`config.mk`:
```
export PLATFORM = sky130hd
export DESIGN_NAME = controlador_arranque_rampa_flat
export DESIGN_NICKNAME = d
export VERILOG_FILES = /design/src/rtl/controlador_arranque_rampa_if.sv /design/src/rtl/controlador_arranque_rampa.sv /design/src/flat_wrapper.sv
export SDC_FILE = /design/constraint.sdc
export NUM_CORES = 1
export LEC_CHECK = 0
export CAP_MARGIN = 0
export CORE_UTILIZATION = 45
export CTS_CLUSTER_SIZE = 30
export DETAILED_ROUTE_END_ITERATION = 8
export GPL_TIMING_DRIVEN = 1
export PLACE_DENSITY_LB_ADDON = 0.2
export SKIP_CTS_REPAIR_TIMING = 1
export SYNTH_ARGS = -nofsm -noshare
export SYNTH_HDL_FRONTEND = slang
export SYNTH_SLANG_ARGS = --single-unit
export TNS_END_PERCENT = 5
```
`constraint.sdc`:
```
create_clock -name clk -period 5.99 [get_ports clk]
set_clock_uncertainty 0.15 [all_clocks]
set_input_delay 1.198 -clock clk [delete_from_list [all_inputs] [get_ports clk]]
set_output_delay 1.198 -clock clk [all_outputs]
set_load 0.005 [all_outputs]
```
`src/rtl/controlador_arranque_rampa_if.sv`:
```
// Command/drive bundle of the soft-start ramp sequencer.
// The master side issues operator commands; the slave side returns the drive enables.
interface controlador_arranque_rampa_if;
   logic       start;
   logic       stop;
   logic       Rapido;
   logic       Lento;
   logic       falla_in;
   logic       ack_falla;
   logic       out_30;
   logic       out_50;
   logic       out_100;
   logic       en_marcha;
   logic       falla;
   logic [2:0] estado;

   modport master (
      output start, stop, Rapido, Lento, falla_in, ack_falla,
      input  out_30, out_50, out_100, en_marcha, falla, estado
   );

   modport slave (
      input  start, stop, Rapido, Lento, falla_in, ack_falla,
      output out_30, out_50, out_100, en_marcha, falla, estado
   );
endinterface

```
`src/rtl/controlador_arranque_rampa.sv`:
```
// Motor soft-start sequencer: steps 30% -> 50% -> 100% with mode-dependent dwell,
// ramps down through 30% on stop and latches external faults until acknowledged.
module controlador_arranque_rampa #(
   parameter int unsigned CNT_W        = 16,
   parameter int unsigned DWELL_RAPIDO = 4,
   parameter int unsigned DWELL_LENTO  = 12,
   parameter int unsigned DWELL_PARADA = 6
) (
   input  logic                          clk,
   input  logic                          reset,
   controlador_arranque_rampa_if.slave   io_bus
);

   typedef enum logic [2:0] {
      StParado  = 3'd0,
      StR30     = 3'd1,
      StR50     = 3'd2,
      StM100    = 3'd3,
      StDesacel = 3'd4,
      StFalla   = 3'd5
   } estado_t;

   localparam logic [CNT_W-1:0] CntRapido = CNT_W'(DWELL_RAPIDO - 1);
   localparam logic [CNT_W-1:0] CntLento  = CNT_W'(DWELL_LENTO - 1);
   localparam logic [CNT_W-1:0] CntParada = CNT_W'(DWELL_PARADA - 1);

   estado_t          r_estado, w_estado_d;
   logic [CNT_W-1:0] r_cnt, w_cnt_d;
   logic             r_modo, w_modo_d;  // 1 = fast ramp
   logic [CNT_W-1:0] w_recarga;

   assign w_recarga = r_modo ? CntRapido : CntLento;

   always_ff @(posedge clk) begin
      if (reset) begin
         r_estado <= StParado;
         r_cnt    <= '0;
         r_modo   <= 1'b0;
      end else begin
         r_estado <= w_estado_d;
         r_cnt    <= w_cnt_d;
         r_modo   <= w_modo_d;
      end
   end

   always_comb begin
      w_estado_d = r_estado;
      w_cnt_d    = r_cnt;
      w_modo_d   = r_modo;
      case (r_estado)
         StParado: begin
            if (io_bus.falla_in) begin
               w_estado_d = StFalla;
               w_cnt_d    = '0;
            end else if (io_bus.stop) begin
               w_estado_d = StParado;
            end else if (io_bus.start && io_bus.Rapido) begin
               w_estado_d = StR30;
               w_modo_d   = 1'b1;
               w_cnt_d    = CntRapido;
            end else if (io_bus.start && io_bus.Lento) begin
               w_estado_d = StR30;
               w_modo_d   = 1'b0;
               w_cnt_d    = CntLento;
            end
         end
         StR30, StR50: begin
            if (io_bus.falla_in) begin
               w_estado_d = StFalla;
               w_cnt_d    = '0;
            end else if (io_bus.stop) begin
               w_estado_d = StDesacel;
               w_cnt_d    = CntParada;
            end else if (r_cnt == '0) begin
               w_estado_d = (r_estado == StR30) ? StR50 : StM100;
               w_cnt_d    = (r_estado == StR30) ? w_recarga : '0;
            end else begin
               w_cnt_d = r_cnt - 1'b1;
            end
         end
         StM100: begin
            if (io_bus.falla_in) begin
               w_estado_d = StFalla;
               w_cnt_d    = '0;
            end else if (io_bus.stop) begin
               w_estado_d = StDesacel;
               w_cnt_d    = CntParada;
            end
         end
         StDesacel: begin
            if (io_bus.falla_in) begin
               w_estado_d = StFalla;
               w_cnt_d    = '0;
            end else if (r_cnt == '0) begin
               w_estado_d = StParado;
            end else begin
               w_cnt_d = r_cnt - 1'b1;
            end
         end
         StFalla: begin
            w_cnt_d = '0;
            if (io_bus.ack_falla && !io_bus.falla_in) begin
               w_estado_d = StParado;
            end
         end
         default: begin
            w_estado_d = StParado;
            w_cnt_d    = '0;
         end
      endcase
   end

   always_comb begin
      io_bus.out_30    = (r_estado == StR30) || (r_estado == StDesacel);
      io_bus.out_50    = (r_estado == StR50);
      io_bus.out_100   = (r_estado == StM100);
      io_bus.en_marcha = (r_estado == StR30) || (r_estado == StR50) ||
                         (r_estado == StM100) || (r_estado == StDesacel);
      io_bus.falla     = (r_estado == StFalla);
      io_bus.estado    = r_estado;
   end

endmodule
```
`src/flat_wrapper.sv`:
```
// flat-port wrapper written by rule: the top's interface ports become plain ports
module controlador_arranque_rampa_flat 
#(
   parameter int unsigned CNT_W        = 16,
   parameter int unsigned DWELL_RAPIDO = 4,
   parameter int unsigned DWELL_LENTO  = 12,
   parameter int unsigned DWELL_PARADA = 6
)
  (clk, reset, io_bus_start, io_bus_stop, io_bus_Rapido, io_bus_Lento, io_bus_falla_in, io_bus_ack_falla, io_bus_out_30, io_bus_out_50, io_bus_out_100, io_bus_en_marcha, io_bus_falla, io_bus_estado);
  controlador_arranque_rampa_if io_bus_i ();
  input  logic clk;
  input  logic reset;
  input wire logic [$bits(io_bus_i.start)-1:0] io_bus_start;
  input wire logic [$bits(io_bus_i.stop)-1:0] io_bus_stop;
  input wire logic [$bits(io_bus_i.Rapido)-1:0] io_bus_Rapido;
  input wire logic [$bits(io_bus_i.Lento)-1:0] io_bus_Lento;
  input wire logic [$bits(io_bus_i.falla_in)-1:0] io_bus_falla_in;
  input wire logic [$bits(io_bus_i.ack_falla)-1:0] io_bus_ack_falla;
  output wire logic [$bits(io_bus_i.out_30)-1:0] io_bus_out_30;
  output wire logic [$bits(io_bus_i.out_50)-1:0] io_bus_out_50;
  output wire logic [$bits(io_bus_i.out_100)-1:0] io_bus_out_100;
  output wire logic [$bits(io_bus_i.en_marcha)-1:0] io_bus_en_marcha;
  output wire logic [$bits(io_bus_i.falla)-1:0] io_bus_falla;
  output wire logic [$bits(io_bus_i.estado)-1:0] io_bus_estado;
  assign io_bus_i.start = io_bus_start;
  assign io_bus_i.stop = io_bus_stop;
  assign io_bus_i.Rapido = io_bus_Rapido;
  assign io_bus_i.Lento = io_bus_Lento;
  assign io_bus_i.falla_in = io_bus_falla_in;
  assign io_bus_i.ack_falla = io_bus_ack_falla;
  assign io_bus_out_30 = io_bus_i.out_30;
  assign io_bus_out_50 = io_bus_i.out_50;
  assign io_bus_out_100 = io_bus_i.out_100;
  assign io_bus_en_marcha = io_bus_i.en_marcha;
  assign io_bus_falla = io_bus_i.falla;
  assign io_bus_estado = io_bus_i.estado;
  controlador_arranque_rampa #(.CNT_W(CNT_W), .DWELL_RAPIDO(DWELL_RAPIDO), .DWELL_LENTO(DWELL_LENTO), .DWELL_PARADA(DWELL_PARADA)) u_core (.clk(clk), .reset(reset), .io_bus(io_bus_i));
endmodule
```
==> results.sh, run 1 <==
export IMPL_rsz0062_at_grt="no"
export IMPL_cp_required_ps=6110
export IMPL_hold_end="u_core.r_modo"
export IMPL_cap_violations=0
export IMPL_fill_cells=272
export IMPL_ys_ff_latch=20
export IMPL_synth_edff_count=0
export IMPL_tightest_slew_ps=960
export IMPL_drc=0
export IMPL_finalCritPeriodShare_pct=58.9
export IMPL_dp_hpwl_mm=2.45
export IMPL_slew_violations=0
export IMPL_r2r_end="u_core.r_cnt[13]"
export IMPL_register_area_um2=400
export IMPL_multi_input_area_um2=903
export IMPL_tns_ps=0
export IMPL_die_h_um=57.3
export IMPL_cts_buffers_inserted=3
export IMPL_synth_area_um2=1380
export IMPL_syn2layout_area_growth_pct=13.5
export IMPL_grt_pass1_wl_mm=5.78
export IMPL_rr_worst_depth=7
export IMPL_firstDrtPassIters=4
export IMPL_setup_viol=0
export IMPL_vias=1432
export IMPL_syn_area_per_cell_um2=7.78
export IMPL_totalWireLength_mm=3.43
export IMPL_antenna_found_initial=0
export IMPL_drive_gt1_share_pct=8.06
export IMPL_hold_ws_ps=319
export IMPL_grt_usage_pct=22.4
export IMPL_num_rows=19
export IMPL_power_density_nw_per_um2=635
export IMPL_ys_async_sr_fraction_pct=0
export IMPL_routed_via_density=6.60
export IMPL_antenna_cells=0
export IMPL_cp_start_kind="input port"
export IMPL_avgRoutedWirePerCell_um=15.8
export IMPL_path_max_fanout=18
export IMPL_ys_seq_area_share_pct=29.1
export IMPL_fmax_mhz=284
export IMPL_max_slew_margin_pct=35.5
export IMPL_path_clk_slew_ps=130
export IMPL_nNetsFinal=196
export IMPL_dieArea_um2=3290
export IMPL_hp_start="u_core.r_modo"
export IMPL_gp_congestion=0.840
export IMPL_io_buffers=15
export IMPL_start_util_pct=48.7
export IMPL_root_buffer="clkbuf_4"
export IMPL_synth_cell_types=49
export IMPL_core_area_um2=2830
export IMPL_grt_overflow=0
export IMPL_hp_class="reg -> reg"
export IMPL_path_class="in -> reg"
export IMPL_clkLatencyLatePin_ps=310
export IMPL_final_util_pct=55.3
export IMPL_final_common_cell="dfxtp_1"
export IMPL_finalHoldViolations=0
export IMPL_clock_path_buffers=2
export IMPL_status="completed"
export IMPL_yosys_warnings=0
export IMPL_synth_ff_type="dfxtp_1"
export IMPL_min_period_ps=3530
export IMPL_synthCells=177
export IMPL_cts_sinks=20
export IMPL_ctsHtreeMaxLevel=1
export IMPL_ios=16
export IMPL_mostFrequentLayoutCells="dfxtp_1 (20), a21oi_1 (18), clkdlybuf4s50_1 (15), o21ai_0 (14), nor2_1 (12)"
export IMPL_crit_path_end_kind="register"
export IMPL_cts_tree="yes"
export IMPL_worstPathArrival_ps=3640
export IMPL_vdd_drop_max_mv=0.252
export IMPL_timing_rr_start="u_core.r_cnt[0]"
export IMPL_power_leakage_nw=0.574
export IMPL_critPathLaunch="io_bus_start"
export IMPL_dr_first_iter_drc_count=62
export IMPL_grt_start_max_net_pins=25
export IMPL_antenna_left=0
export IMPL_holdPathStages=2
export IMPL_grt_pass1_vias=1313
export IMPL_die_x_um=57.3
export IMPL_syn_num_nets=186
export IMPL_regToRegSetupSlack_ps=2590
-- sequential cells by signal, summed over array words and instances, names as in the netlist --
signal,flops
u_core.r_modo,1
u_core.io_bus.estado,3
u_core.r_cnt,16
-- worst max path at each step --
stage	cells after the start	slack, ps	to
2_1_floorplan	6	3130	u_core.r_cnt[15]
3_3_place_gp	6	2310	u_core.r_cnt[3]
3_5_place_dp	6	2160	u_core.r_cnt[3]
4_1_cts	6	2500	u_core.r_cnt[3]
5_1_grt	6	2240	u_core.r_cnt[3]
6_report	6	2460	u_core.r_cnt[3]
-- cells in the mapped netlist, types with 2 or more instances --
master	instances	share of area (%)
nand4_1	5	2.3
a21oi_1	18	6.5
o211ai_1	2	1.1
or3_1	9	4.1
nor4_1	2	0.91
xnor2_1	3	1.9
o21ai_0	14	5.1
o41ai_1	2	1.3
dfxtp_1	20	29
or4_1	11	6.0
buf_2	2	0.73
or2_2	2	0.91
nand2b_1	4	1.8
nand2_1	7	1.9
and3_1	2	0.91
or3b_2	2	1.3
nor3_1	6	2.2
o31ai_1	8	4.4
or4_2	2	1.3
nand3_1	2	0.73
o21bai_1	2	1.1
nor3b_1	2	1.1
nor2_1	12	3.3
buf_4	2	1.1
clkbuf_1	5	1.4
nand4b_1	3	1.9
inv_1	5	1.4
a22o_1	2	1.3
-- through the flow --
step | area, um2 | power (mW) | std cells | worst slack (ps)
final | 1560 | 0.994 | 217 | 2460
after detailed placement | 1510 | 0.873 | 213 | 2160
after CTS | 1560 | 0.990 | 217 | 2500
after global routing | 1560 | 1.08 | 217 | 2240
after floorplan | 1380 | 0.743 | 177 | 3130
after global placement | 1510 | 0.860 | 213 | 2310
-- cell families after synthesis --
group,share of synthesized area (%)
XOR/XNOR,1.91
buffers and inverters,5.36
AO/OA/AOI/OAI,27.6
adder cells (fa/ha/maj),0.908
AND/OR/NAND/NOR,35.2
flip-flops,29.1
-- metal layers --
layer | global-route usage [%] | up-vias | share of wire, %
met5 | 0 | - | 0
met4 | 6.27 | 0 | 1.3
met3 | 4.54 | 6 | 5.6
met2 | 41.0 | 48 | 51
met1 | 26.5 | 673 | 42
li1 | - | 705 | -
-- where the power goes --
| part | total [mW] | internal (mW) | switching, mW |
|---|---|---|---|
| Clock | 0.114 | 0.0677 | 0.0465 |
| Sequential | 0.251 | 0.181 | 0.0695 |
| Combinational | 0.629 | 0.286 | 0.343 |
| Total | 0.994 | 0.534 | 0.459 |
-- area by class of cell --
class                   count  share of cell area [%]
flip-flops and latches     20                    25.6
repair buffers             15                    9.60
clock buffers               3                    1.44
clock inverters             1                    1.92
inverters                   5                    1.20
well taps                  31                    2.48
multi-input cells         142                    57.8
-- critical path, stage by stage --
cell	delay [ps]
clkdlybuf4s50_1	510
o21ai_0	130
o21bai_1	370
nand2_1	420
a2111oi_0	760
a22o_1	250
No activity file was read; power rests on OpenSTA's default activity.
==> run 2, diff against run 1 <==
==> constraint.sdc (replaced) <==
create_clock -name clk -period 3.4 [get_ports clk]
set_clock_uncertainty 0.15 [all_clocks]
set_input_delay 0.68 -clock clk [delete_from_list [all_inputs] [get_ports clk]]
set_output_delay 0.68 -clock clk [all_outputs]
set_load 0.005 [all_outputs]
==> run 2 against run 1 <==
Effect of this change: global-route usage grew 0.31 points; clock-buffer cell count grew 1; hold slack improved by 2.9 ps; via count up 4.2%; clock power rose by 25%; routed wire length rose by 5.3%; sequential share of layout area about the same; combinational power grew 86%; critical path type is now reg -> reg; critical endpoint is now u_core.r_cnt[13]; largest cell class unchanged; highest routed layer unchanged.
==> results.sh, run 2 (synthesis results as in run 1) <==
export IMPL_dp_hpwl_mm=2.53
export IMPL_start_util_pct=48.7
export IMPL_cts_sinks=20
export IMPL_crit_path_end_kind="register"
export IMPL_root_buffer="clkbuf_4"
export IMPL_path_class="reg -> reg"
export IMPL_grt_overflow=0
export IMPL_vias=1492
export IMPL_design_area_um2=1560
export IMPL_num_rows=19
export IMPL_clock_path_buffers=2
export IMPL_syn2layout_area_growth_pct=13.4
export IMPL_worstPathArrival_ps=3110
export IMPL_cap_violations=0
export IMPL_die_h_um=57.3
export IMPL_antenna_found_initial=0
export IMPL_final_util_pct=55.2
export IMPL_die_x_um=57.3
export IMPL_power_density_nw_per_um2=1120
export IMPL_clkLatencyLatePin_ps=300
export IMPL_max_slew_margin_pct=42.8
export IMPL_antenna_left=0
export IMPL_top_register="u_core.r_cnt"
export IMPL_hp_class="reg -> reg"
export IMPL_fmax_mhz=330
export IMPL_grt_usage_pct=22.7
export IMPL_slew_violations=0
export IMPL_rr_worst_depth=8
export IMPL_holdPathStages=2
export IMPL_grt_pass1_vias=1375
export IMPL_drc=0
export IMPL_dr_first_iter_drc_count=76
export IMPL_register_area_um2=400
export IMPL_ios=16
export IMPL_avgRoutedWirePerCell_um=16.5
export IMPL_dieArea_um2=3290
export IMPL_finalCritPeriodShare_pct=89.0
export IMPL_io_buffers=15
export IMPL_totalWireLength_mm=3.61
export IMPL_firstDrtPassIters=4
export IMPL_mostFrequentLayoutCells="dfxtp_1 (20), a21oi_1 (18), clkdlybuf4s50_1 (15), o21ai_0 (14), nor2_1 (12)"
export IMPL_cts_tree="yes"
export IMPL_multi_input_area_um2=903
export IMPL_hold_ws_ps=322
export IMPL_cp_start_kind="register"
export IMPL_fill_cells=264
export IMPL_largest_register_ffs=16
export IMPL_min_period_ps=3030
export IMPL_vdd_drop_max_mv=0.430
export IMPL_ctsHtreeMaxLevel=1
export IMPL_path_clk_slew_ps=120
export IMPL_place_inst=215
export IMPL_core_area_um2=2830
export IMPL_power_leakage_nw=0.577
export IMPL_grt_pass1_wl_mm=5.96
export IMPL_tns_ps=0
export IMPL_final_common_cell="dfxtp_1"
export IMPL_finalHoldViolations=0
export IMPL_cp_required_ps=3490
export IMPL_cts_buffers_inserted=3
export IMPL_status="completed"
export IMPL_drive_gt1_share_pct=9.04
export IMPL_path_max_fanout=24
export IMPL_grt_start_max_net_pins=25
export IMPL_setup_viol=0
export IMPL_gp_congestion=0.889
export IMPL_finalNonFillerCells=219
export IMPL_nNetsFinal=198
export IMPL_rsz0062_at_grt="no"
export IMPL_routed_via_density=6.81
export IMPL_placed_cell_area_um2=1530
export IMPL_tightest_slew_ps=836
export IMPL_antenna_cells=0
-- run 2: metal layers --
metal  up-vias  global-route usage (%)  wire length [um]
li1        710                       -                 -
met5         -                       0                 0
met3        12                    3.17               220
met1       705                    28.0              1530
met2        65                    39.5              1760
met4         0                    10.1                96
-- run 2: power by group --
group	leakage, nW	internal (mW)	switching [mW]
clock network	0.0210	0.0654	0.0771
registers	0.163	0.319	0.123
logic	0.393	0.537	0.634
-- run 2: metrics by stage --
step | setup WS [ps] | power [mW]
finish | 373 | 1.75
floorplan | 992 | 1.31
global route | 169 | 1.90
detailed placement | 360 | 1.59
global placement | 437 | 1.56
CTS | 411 | 1.74
-- run 2: cell type report --
class,count,share of cell area [%]
multi-input combinational,142,57.8
timing repair buffer,17,10.6
clock buffer,4,2.32
inverter,5,1.20
tap,31,2.48
sequential,20,25.6
-- run 2: path summary, 6_finish.rpt --
kind	from	endpoint	slack (ps)
setup reg to reg	u_core.r_cnt[0]	u_core.r_cnt[13]	370
hold / removal	u_core.r_modo	u_core.r_modo	320
hold reg to reg	u_core.r_modo	u_core.r_modo	320
setup / recovery	u_core.r_cnt[0]	u_core.r_cnt[13]	370
-- run 2: critical path, cell delays in order, from the launching register on --
cell	delay [ps]
dfxtp_1	370
inv_1	70
ha_1	200
or3b_2	540
nor4_2	300
buf_4	220
and4_1	690
o21ai_0	240
a21oi_1	190
